<file path="config.mk">
export PLATFORM = sky130hd
export DESIGN_NAME = i2c_txn_arbiter
export DESIGN_NICKNAME = d
export VERILOG_FILES = /design/src/rtl/i2c_pkg.sv /design/src/rtl/rr_picker.sv /design/src/rtl/i2c_txn_arbiter.sv
export SDC_FILE = /design/constraint.sdc
export NUM_CORES = 1
export LEC_CHECK = 0
export CORE_MARGIN = 2
export CORE_UTILIZATION = 30
export CTS_CLUSTER_DIAMETER = 150
export CTS_CLUSTER_SIZE = 24
export DETAILED_ROUTE_END_ITERATION = 8
export GPL_TIMING_DRIVEN = 1
export PLACE_DENSITY_LB_ADDON = 0.2
export SYNTH_ARGS = -nofsm -noshare
export SYNTH_HDL_FRONTEND = slang
export SYNTH_HIERARCHICAL = 1
export SYNTH_SLANG_ARGS = --single-unit
</file>
<file path="constraint.sdc">
create_clock -name clk -period 4.46 [get_ports clk]
set_input_delay 0.892 -clock clk [delete_from_list [all_inputs] [get_ports clk]]
set_output_delay 0.892 -clock clk [all_outputs]
set_load 0.01 [all_outputs]
</file>
<file path="src/rtl/i2c_pkg.sv">
// Shared FSM state type and field widths for the I2C transaction arbiter.
package i2c_pkg;

  localparam int SLAVE_ADDR_W = 7;
  localparam int MEM_ADDR_W   = 8;
  localparam int DATA_W       = 8;

  typedef enum logic [2:0] {
    IDLE   = 3'd0,
    ARB    = 3'd1,
    LAUNCH = 3'd2,
    WAIT   = 3'd3,
    FINISH = 3'd4
  } arb_state_t;

endpackage

</file>
<file path="src/rtl/rr_picker.sv">
// Round-robin picker: the first requester after last_i (wrapping) wins.
// The request vector is rotated so the search starts at bit 0, then the winner is rotated back.
module rr_picker #(
  parameter  int N_REQ = 4,
  localparam int IDX_W = $clog2(N_REQ)
) (
  input  logic [N_REQ-1:0] req_i,
  input  logic [IDX_W-1:0] last_i,
  output logic [N_REQ-1:0] gnt_o,
  output logic             valid_o
);

  logic [IDX_W:0]     sh_s;
  logic [N_REQ-1:0]   rot_s;
  logic [N_REQ-1:0]   first_s;
  logic [2*N_REQ-1:0] oh_s;

  // Rotate, isolate the lowest set bit, rotate back.
  always_comb begin
    sh_s    = {1'b0, last_i} + {{IDX_W{1'b0}}, 1'b1};
    rot_s   = N_REQ'({req_i, req_i} >> sh_s);
    first_s = rot_s & ~(rot_s - {{(N_REQ-1){1'b0}}, 1'b1});
    oh_s    = {{N_REQ{1'b0}}, first_s} << sh_s;
    gnt_o   = oh_s[N_REQ-1:0] | oh_s[2*N_REQ-1:N_REQ];
    valid_o = |req_i;
  end

endmodule

</file>
<file path="src/rtl/i2c_txn_arbiter.sv">
// Arbitrates N_REQ requesters onto one I2C controller, one transaction at a time,
// with round-robin fairness and a bounded wait for the controller to finish.
module i2c_txn_arbiter
  import i2c_pkg::*;
#(
  parameter int N_REQ   = 4,
  parameter int TIMEOUT = 1023
) (
  input  logic                          clk,
  input  logic                          reset,
  input  logic [N_REQ-1:0]              req,
  input  logic [N_REQ*SLAVE_ADDR_W-1:0] req_slave_addr,
  input  logic [N_REQ-1:0]              req_rw,
  input  logic [N_REQ*MEM_ADDR_W-1:0]   req_mem_addr,
  input  logic [N_REQ*DATA_W-1:0]       req_wdata,
  output logic [N_REQ-1:0]              gnt,
  output logic [N_REQ-1:0]              done,
  output logic [N_REQ-1:0]              err,
  output logic [DATA_W-1:0]             rdata,
  output logic                          Master_en,
  output logic [SLAVE_ADDR_W-1:0]       Slave_Addr,
  output logic                          R_W_en,
  output logic [MEM_ADDR_W-1:0]         Mem_Addr,
  output logic [DATA_W-1:0]             Wdata,
  input  logic                          ctrl_done,
  input  logic                          ctrl_nack,
  input  logic [DATA_W-1:0]             ctrl_rdata,
  output logic                          busy
);

  localparam int IDX_W = $clog2(N_REQ);
  localparam int CNT_W = $clog2(TIMEOUT + 1);

  arb_state_t              state_q, state_d;
  logic [N_REQ-1:0]        gnt_q, gnt_d, done_q, done_d, err_q, err_d;
  logic [DATA_W-1:0]       rdata_q, rdata_d;
  logic                    master_en_q, master_en_d;
  logic                    busy_q, busy_d;
  logic [SLAVE_ADDR_W-1:0] slave_addr_q, slave_addr_d;
  logic                    rw_q, rw_d;
  logic [MEM_ADDR_W-1:0]   mem_addr_q, mem_addr_d;
  logic [DATA_W-1:0]       wdata_q, wdata_d;
  logic [CNT_W-1:0]        cnt_q, cnt_d;
  logic [IDX_W-1:0]        last_q, last_d;

  logic [N_REQ-1:0]        pick_gnt_s;
  logic                    pick_valid_s;
  logic [IDX_W-1:0]        gnt_idx_s;
  logic [SLAVE_ADDR_W-1:0] sel_sa_s;
  logic                    sel_rw_s;
  logic [MEM_ADDR_W-1:0]   sel_ma_s;
  logic [DATA_W-1:0]       sel_wd_s;

  rr_picker #(.N_REQ(N_REQ)) u_picker (
    .req_i   (req),
    .last_i  (last_q),
    .gnt_o   (pick_gnt_s),
    .valid_o (pick_valid_s)
  );

  // One-hot muxes: fields of the picked requester, and index of the current grant.
  always_comb begin
    sel_sa_s  = '0;
    sel_rw_s  = 1'b0;
    sel_ma_s  = '0;
    sel_wd_s  = '0;
    gnt_idx_s = '0;
    for (int i = 0; i < N_REQ; i++) begin
      sel_sa_s  = sel_sa_s | (pick_gnt_s[i] ? req_slave_addr[i*SLAVE_ADDR_W +: SLAVE_ADDR_W] : '0);
      sel_rw_s  = sel_rw_s | (pick_gnt_s[i] & req_rw[i]);
      sel_ma_s  = sel_ma_s | (pick_gnt_s[i] ? req_mem_addr[i*MEM_ADDR_W +: MEM_ADDR_W] : '0);
      sel_wd_s  = sel_wd_s | (pick_gnt_s[i] ? req_wdata[i*DATA_W +: DATA_W] : '0);
      gnt_idx_s = gnt_idx_s | (gnt_q[i] ? IDX_W'(i) : '0);
    end
  end

  // Next-state and registered-output logic; done/err/rdata are one-cycle values for FINISH.
  always_comb begin
    state_d      = state_q;
    gnt_d        = gnt_q;
    done_d       = '0;
    err_d        = '0;
    rdata_d      = '0;
    master_en_d  = 1'b0;
    slave_addr_d = slave_addr_q;
    rw_d         = rw_q;
    mem_addr_d   = mem_addr_q;
    wdata_d      = wdata_q;
    cnt_d        = cnt_q;
    last_d       = last_q;
    case (state_q)
      IDLE: begin
        if (|req) begin
          state_d = ARB;
        end else begin
          state_d = IDLE;
        end
      end
      ARB: begin
        if (pick_valid_s) begin
          gnt_d        = pick_gnt_s;
          slave_addr_d = sel_sa_s;
          rw_d         = sel_rw_s;
          mem_addr_d   = sel_ma_s;
          wdata_d      = sel_wd_s;
          master_en_d  = 1'b1;
          state_d      = LAUNCH;
        end else begin
          gnt_d   = '0;
          state_d = IDLE;
        end
      end
      LAUNCH: begin
        cnt_d   = '0;
        state_d = WAIT;
      end
      WAIT: begin
        // A completion in the final counted cycle still beats the timeout.
        if (ctrl_done) begin
          done_d  = gnt_q;
          err_d   = ctrl_nack ? gnt_q : '0;
          rdata_d = (rw_q && !ctrl_nack) ? ctrl_rdata : '0;
          state_d = FINISH;
        end else if (cnt_q == CNT_W'(TIMEOUT - 1)) begin
          done_d  = gnt_q;
          err_d   = gnt_q;
          state_d = FINISH;
        end else begin
          cnt_d = cnt_q + CNT_W'(1);
        end
      end
      FINISH: begin
        last_d  = gnt_idx_s;
        gnt_d   = '0;
        state_d = IDLE;
      end
      default: begin
        gnt_d   = '0;
        state_d = IDLE;
      end
    endcase
    busy_d = (state_d != IDLE);
  end

  // State and output registers; reset aborts any transaction without a completion pulse.
  always_ff @(posedge clk or posedge reset) begin
    if (reset) begin
      state_q      <= IDLE;
      gnt_q        <= '0;
      done_q       <= '0;
      err_q        <= '0;
      rdata_q      <= '0;
      master_en_q  <= 1'b0;
      busy_q       <= 1'b0;
      slave_addr_q <= '0;
      rw_q         <= 1'b0;
      mem_addr_q   <= '0;
      wdata_q      <= '0;
      cnt_q        <= '0;
      last_q       <= IDX_W'(N_REQ - 1);
    end else begin
      state_q      <= state_d;
      gnt_q        <= gnt_d;
      done_q       <= done_d;
      err_q        <= err_d;
      rdata_q      <= rdata_d;
      master_en_q  <= master_en_d;
      busy_q       <= busy_d;
      slave_addr_q <= slave_addr_d;
      rw_q         <= rw_d;
      mem_addr_q   <= mem_addr_d;
      wdata_q      <= wdata_d;
      cnt_q        <= cnt_d;
      last_q       <= last_d;
    end
  end

  assign gnt        = gnt_q;
  assign done       = done_q;
  assign err        = err_q;
  assign rdata      = rdata_q;
  assign Master_en  = master_en_q;
  assign busy       = busy_q;
  assign Slave_Addr = slave_addr_q;
  assign R_W_en     = rw_q;
  assign Mem_Addr   = mem_addr_q;
  assign Wdata      = wdata_q;

endmodule
</file>
==> metrics.txt <==
result of the run=finished clean; most common cell after layout, fill and taps aside=sky130_fd_sc_hd__clkdlybuf4s50_1; clock tree sinks=61; antenna viol nets, final=0; post-route standard cell area excluding fillers=5030 sq um; final sum of negative setup slack=0 ns; crit path max fanout=18; Final Non-Filler Cells=619; overall fraction of global-route tracks in use=17.5%; post-CTS setup repair buffer count=0; Inserted Diodes=0; MaxCap Viol Count=0; # placed instances=603; cell leakage power=0.00196 uW; RSZ-0062 raised after global routing=false; share of final-layout standard cells stronger than drive strength 1=7.66%; count of port buffers added during placement=157; r2r endpoint=Wdata[4]; Worst EP required=4.71 ns; width of the die=106 um; CTS Root Buffer Type=sky130_fd_sc_hd__clkbuf_8; path type of the worst min-delay path=register to register; endpoints failing hold=0; Post-CTS Hold Buffers=0; total DRC errors in the routed layout=0; Highest Clock Rate=318 MHz; share of synthesized registers carrying an async set or reset=100%; share of the synthesized area in the top cell type=47.2%; Syn Nets=442; number of distinct library cells after synthesis=47; Final setup viols=0; number of nets in the finished design=593; power per standard cell area=617 nW/um^2; total wirelength of the detailed-routed design=9420 um; worst reg2reg startpoint=last_q[0]; CTS HTree Levels=3; Fillers=971; number of primary I/O pins=158; count of standard-cell rows=37; area enclosed by the die boundary=11300 sq um; vias in the first global route=3082; path depth of the worst reg2reg path=8; final-layout worst hold slack=0.550 ns; sequential-to-total area share from yosys stat=48.9%; count of flip-flops with a built-in enable after synthesis=0; Peak supply drop=0.000224 V; routed via count divided by cell count=4.99; Layout Skew=0.00294 ns; leading cell types by total area after synthesis=sky130_fd_sc_hd__dfrtp_1, sky130_fd_sc_hd__a22oi_1, sky130_fd_sc_hd__a31oi_1; placed cell areas=4820 sq um; GRT Residual Overflow=0; arrival time worst endpoint=3.40 ns; number of design-rule violations left by the first detailed-router iteration=113; final max-slew violation count=0; launching element type of the critical path=primary input; wire length of the first global-routing pass=15300 um; Cells after Synth=327; ys flop type=sky130_fd_sc_hd__dfrtp_1; most used cells in the layout excluding fill and tap cells=sky130_fd_sc_hd__clkdlybuf4s50_1, sky130_fd_sc_hd__dfrtp_1, sky130_fd_sc_hd__a22oi_1, sky130_fd_sc_hd__nor2_1, sky130_fd_sc_hd__a31oi_1; initial antenna violation count=0; starting density of the core=30.6%; clock-pin slew on the worst setup and hold paths=0.07 ns; Worst-Margin Slew=0.873 ns; Max-slew headroom=41.8%; Core Box Area=10200 sq um; Mean Syn Cell Area=9.57 sq um; Die Ht=106 um; worst skew pair latency=0.33 ns; first-pass detailed-route iteration total=4; Worst Setup Path Type=primary input to register; clock tree from TritonCTS=yes; cell area after synthesis=3130 sq um; number of resized instances in the post-cts repair step=0; clock buffer count from CTS=9; weighted congestion at the end of routability-driven global placement=0.819; most area-hungry cell type in the Yosys netlist=sky130_fd_sc_hd__dfrtp_1; number of synthesized register bits=61; pin count of the biggest net entering global routing=46; count of yosys warnings during synthesis=6; routed len/inst=15.2 um; Worst setup endpoint=Wdata[4]; time the worst path needs with I/O delays and setup=3.15 ns; share of the cycle needed by the critical path after routing=70.6%; post-placement setup slack=0.964 ns; DPL Wire Length=6980 um; CTS Buffer Depth=2; Crit. Startpoint=req[1]; setup slack on the worst flop-to-flop path=2.07 ns; Final WS setup=1.31 ns; total vias in the final route=3089; signed area change from the synthesized netlist to the final layout=60.8%; crit end category=register
-- layout make-up --
cell class	count	area [sq um]	share of cell area (%)
tap	136	170	3.38
clock buffer	11	131	2.61
timing repair buffer	163	1620	32.1
inverter	11	41.3	0.821
clock inverter	5	75.1	1.49
multi-input combinational	232	1470	29.2
sequential	61	1530	30.4
-- power breakdown --
group          switching, uW  internal, uW  total [uW]
clock network            209           312         521
registers                170           748         918
logic                    895           771        1670
total                   1270          1830        3100
-- flip-flops by register name (all words and copies together) (netlist names), 3 cells and up --
register	cells
rdata	8
Wdata	8
state_q	3
done	4
Slave_Addr	7
Mem_Addr	8
err	4
gnt	4
cnt_q	10
-- layer usage --
| layer | share of wire, % | track usage (%) | wire length [um] | vias to the layer above |
|---|---|---|---|---|
| li1 | - | - | - | 1540 |
| met1 | 41 | 20.6 | 3860 | 1395 |
| met2 | 46 | 28.5 | 4350 | 143 |
| met3 | 11 | 6.56 | 1060 | 11 |
| met4 | 1.6 | 7.52 | 147 | 0 |
| met5 | 0 | 0 | 0 | - |
-- per-stage QoR --
stage / power, uW / utilization [%]
finish: 3110 / 49.2
floorplan: 1920 / -
detailed placement: 2600 / 47.1
CTS: 3140 / 49.2
global route: 3380 / 49.2
global placement: 2580 / 47.1
-- worst min path at each step --
stage                             start            end  slack [ns]  depth (start not counted)
after floorplan               last_q[1]      last_q[1]        0.50                          2
after global placement    Slave_Addr[4]  Slave_Addr[4]        0.53                          2
after detailed placement       Wdata[1]       Wdata[1]        0.54                          2
after CTS                      Wdata[1]       Wdata[1]        0.55                          2
after global routing           cnt_q[9]       cnt_q[9]        0.58                          2
final                          Wdata[1]       Wdata[1]        0.55                          2
-- worst max-delay path: stages --
cell	delay [ns]
sky130_fd_sc_hd__clkdlybuf4s50_1	0.54
sky130_fd_sc_hd__or4b_1	0.59
sky130_fd_sc_hd__o22ai_2	0.15
sky130_fd_sc_hd__a31oi_1	0.09
sky130_fd_sc_hd__mux2i_2	0.50
sky130_fd_sc_hd__buf_4	0.34
sky130_fd_sc_hd__a22oi_1	0.10
sky130_fd_sc_hd__a31oi_1	0.18
-- Yosys cell counts, types with 2 or more instances --
library cell	instances
sky130_fd_sc_hd__dfrtp_1	59
sky130_fd_sc_hd__a22oi_1	48
sky130_fd_sc_hd__nor2_1	38
sky130_fd_sc_hd__a31oi_1	27
sky130_fd_sc_hd__nand2_1	20
sky130_fd_sc_hd__clkbuf_1	16
sky130_fd_sc_hd__a21oi_1	13
sky130_fd_sc_hd__inv_1	11
sky130_fd_sc_hd__and2_1	8
sky130_fd_sc_hd__nor3_1	8
sky130_fd_sc_hd__nand3_1	7
sky130_fd_sc_hd__nand4_1	6
sky130_fd_sc_hd__o31ai_1	6
sky130_fd_sc_hd__o21ai_0	5
sky130_fd_sc_hd__buf_2	4
sky130_fd_sc_hd__nand2b_1	4
sky130_fd_sc_hd__o22ai_1	4
sky130_fd_sc_hd__or4_1	4
sky130_fd_sc_hd__ha_1	3
sky130_fd_sc_hd__a32o_1	2
sky130_fd_sc_hd__buf_6	2
sky130_fd_sc_hd__dfstp_2	2
sky130_fd_sc_hd__mux2i_1	2
sky130_fd_sc_hd__nand3b_1	2
sky130_fd_sc_hd__nor3b_1	2
sky130_fd_sc_hd__o311ai_0	2
sky130_fd_sc_hd__o41ai_1	2
-- cells by family after synthesis --
logic type               count (synthesis)  synth area share (%)
adder cells (fa/ha/maj)                  3                  1.20
flip-flops                              61                  48.9
buffers and inverters                   34                  5.04
AND/OR/NAND/NOR                        113                  18.9
multiplexers                             2                 0.640
AO/OA/AOI/OAI                          114                  25.3
Note: power is estimated with default switching activity, not from simulation.
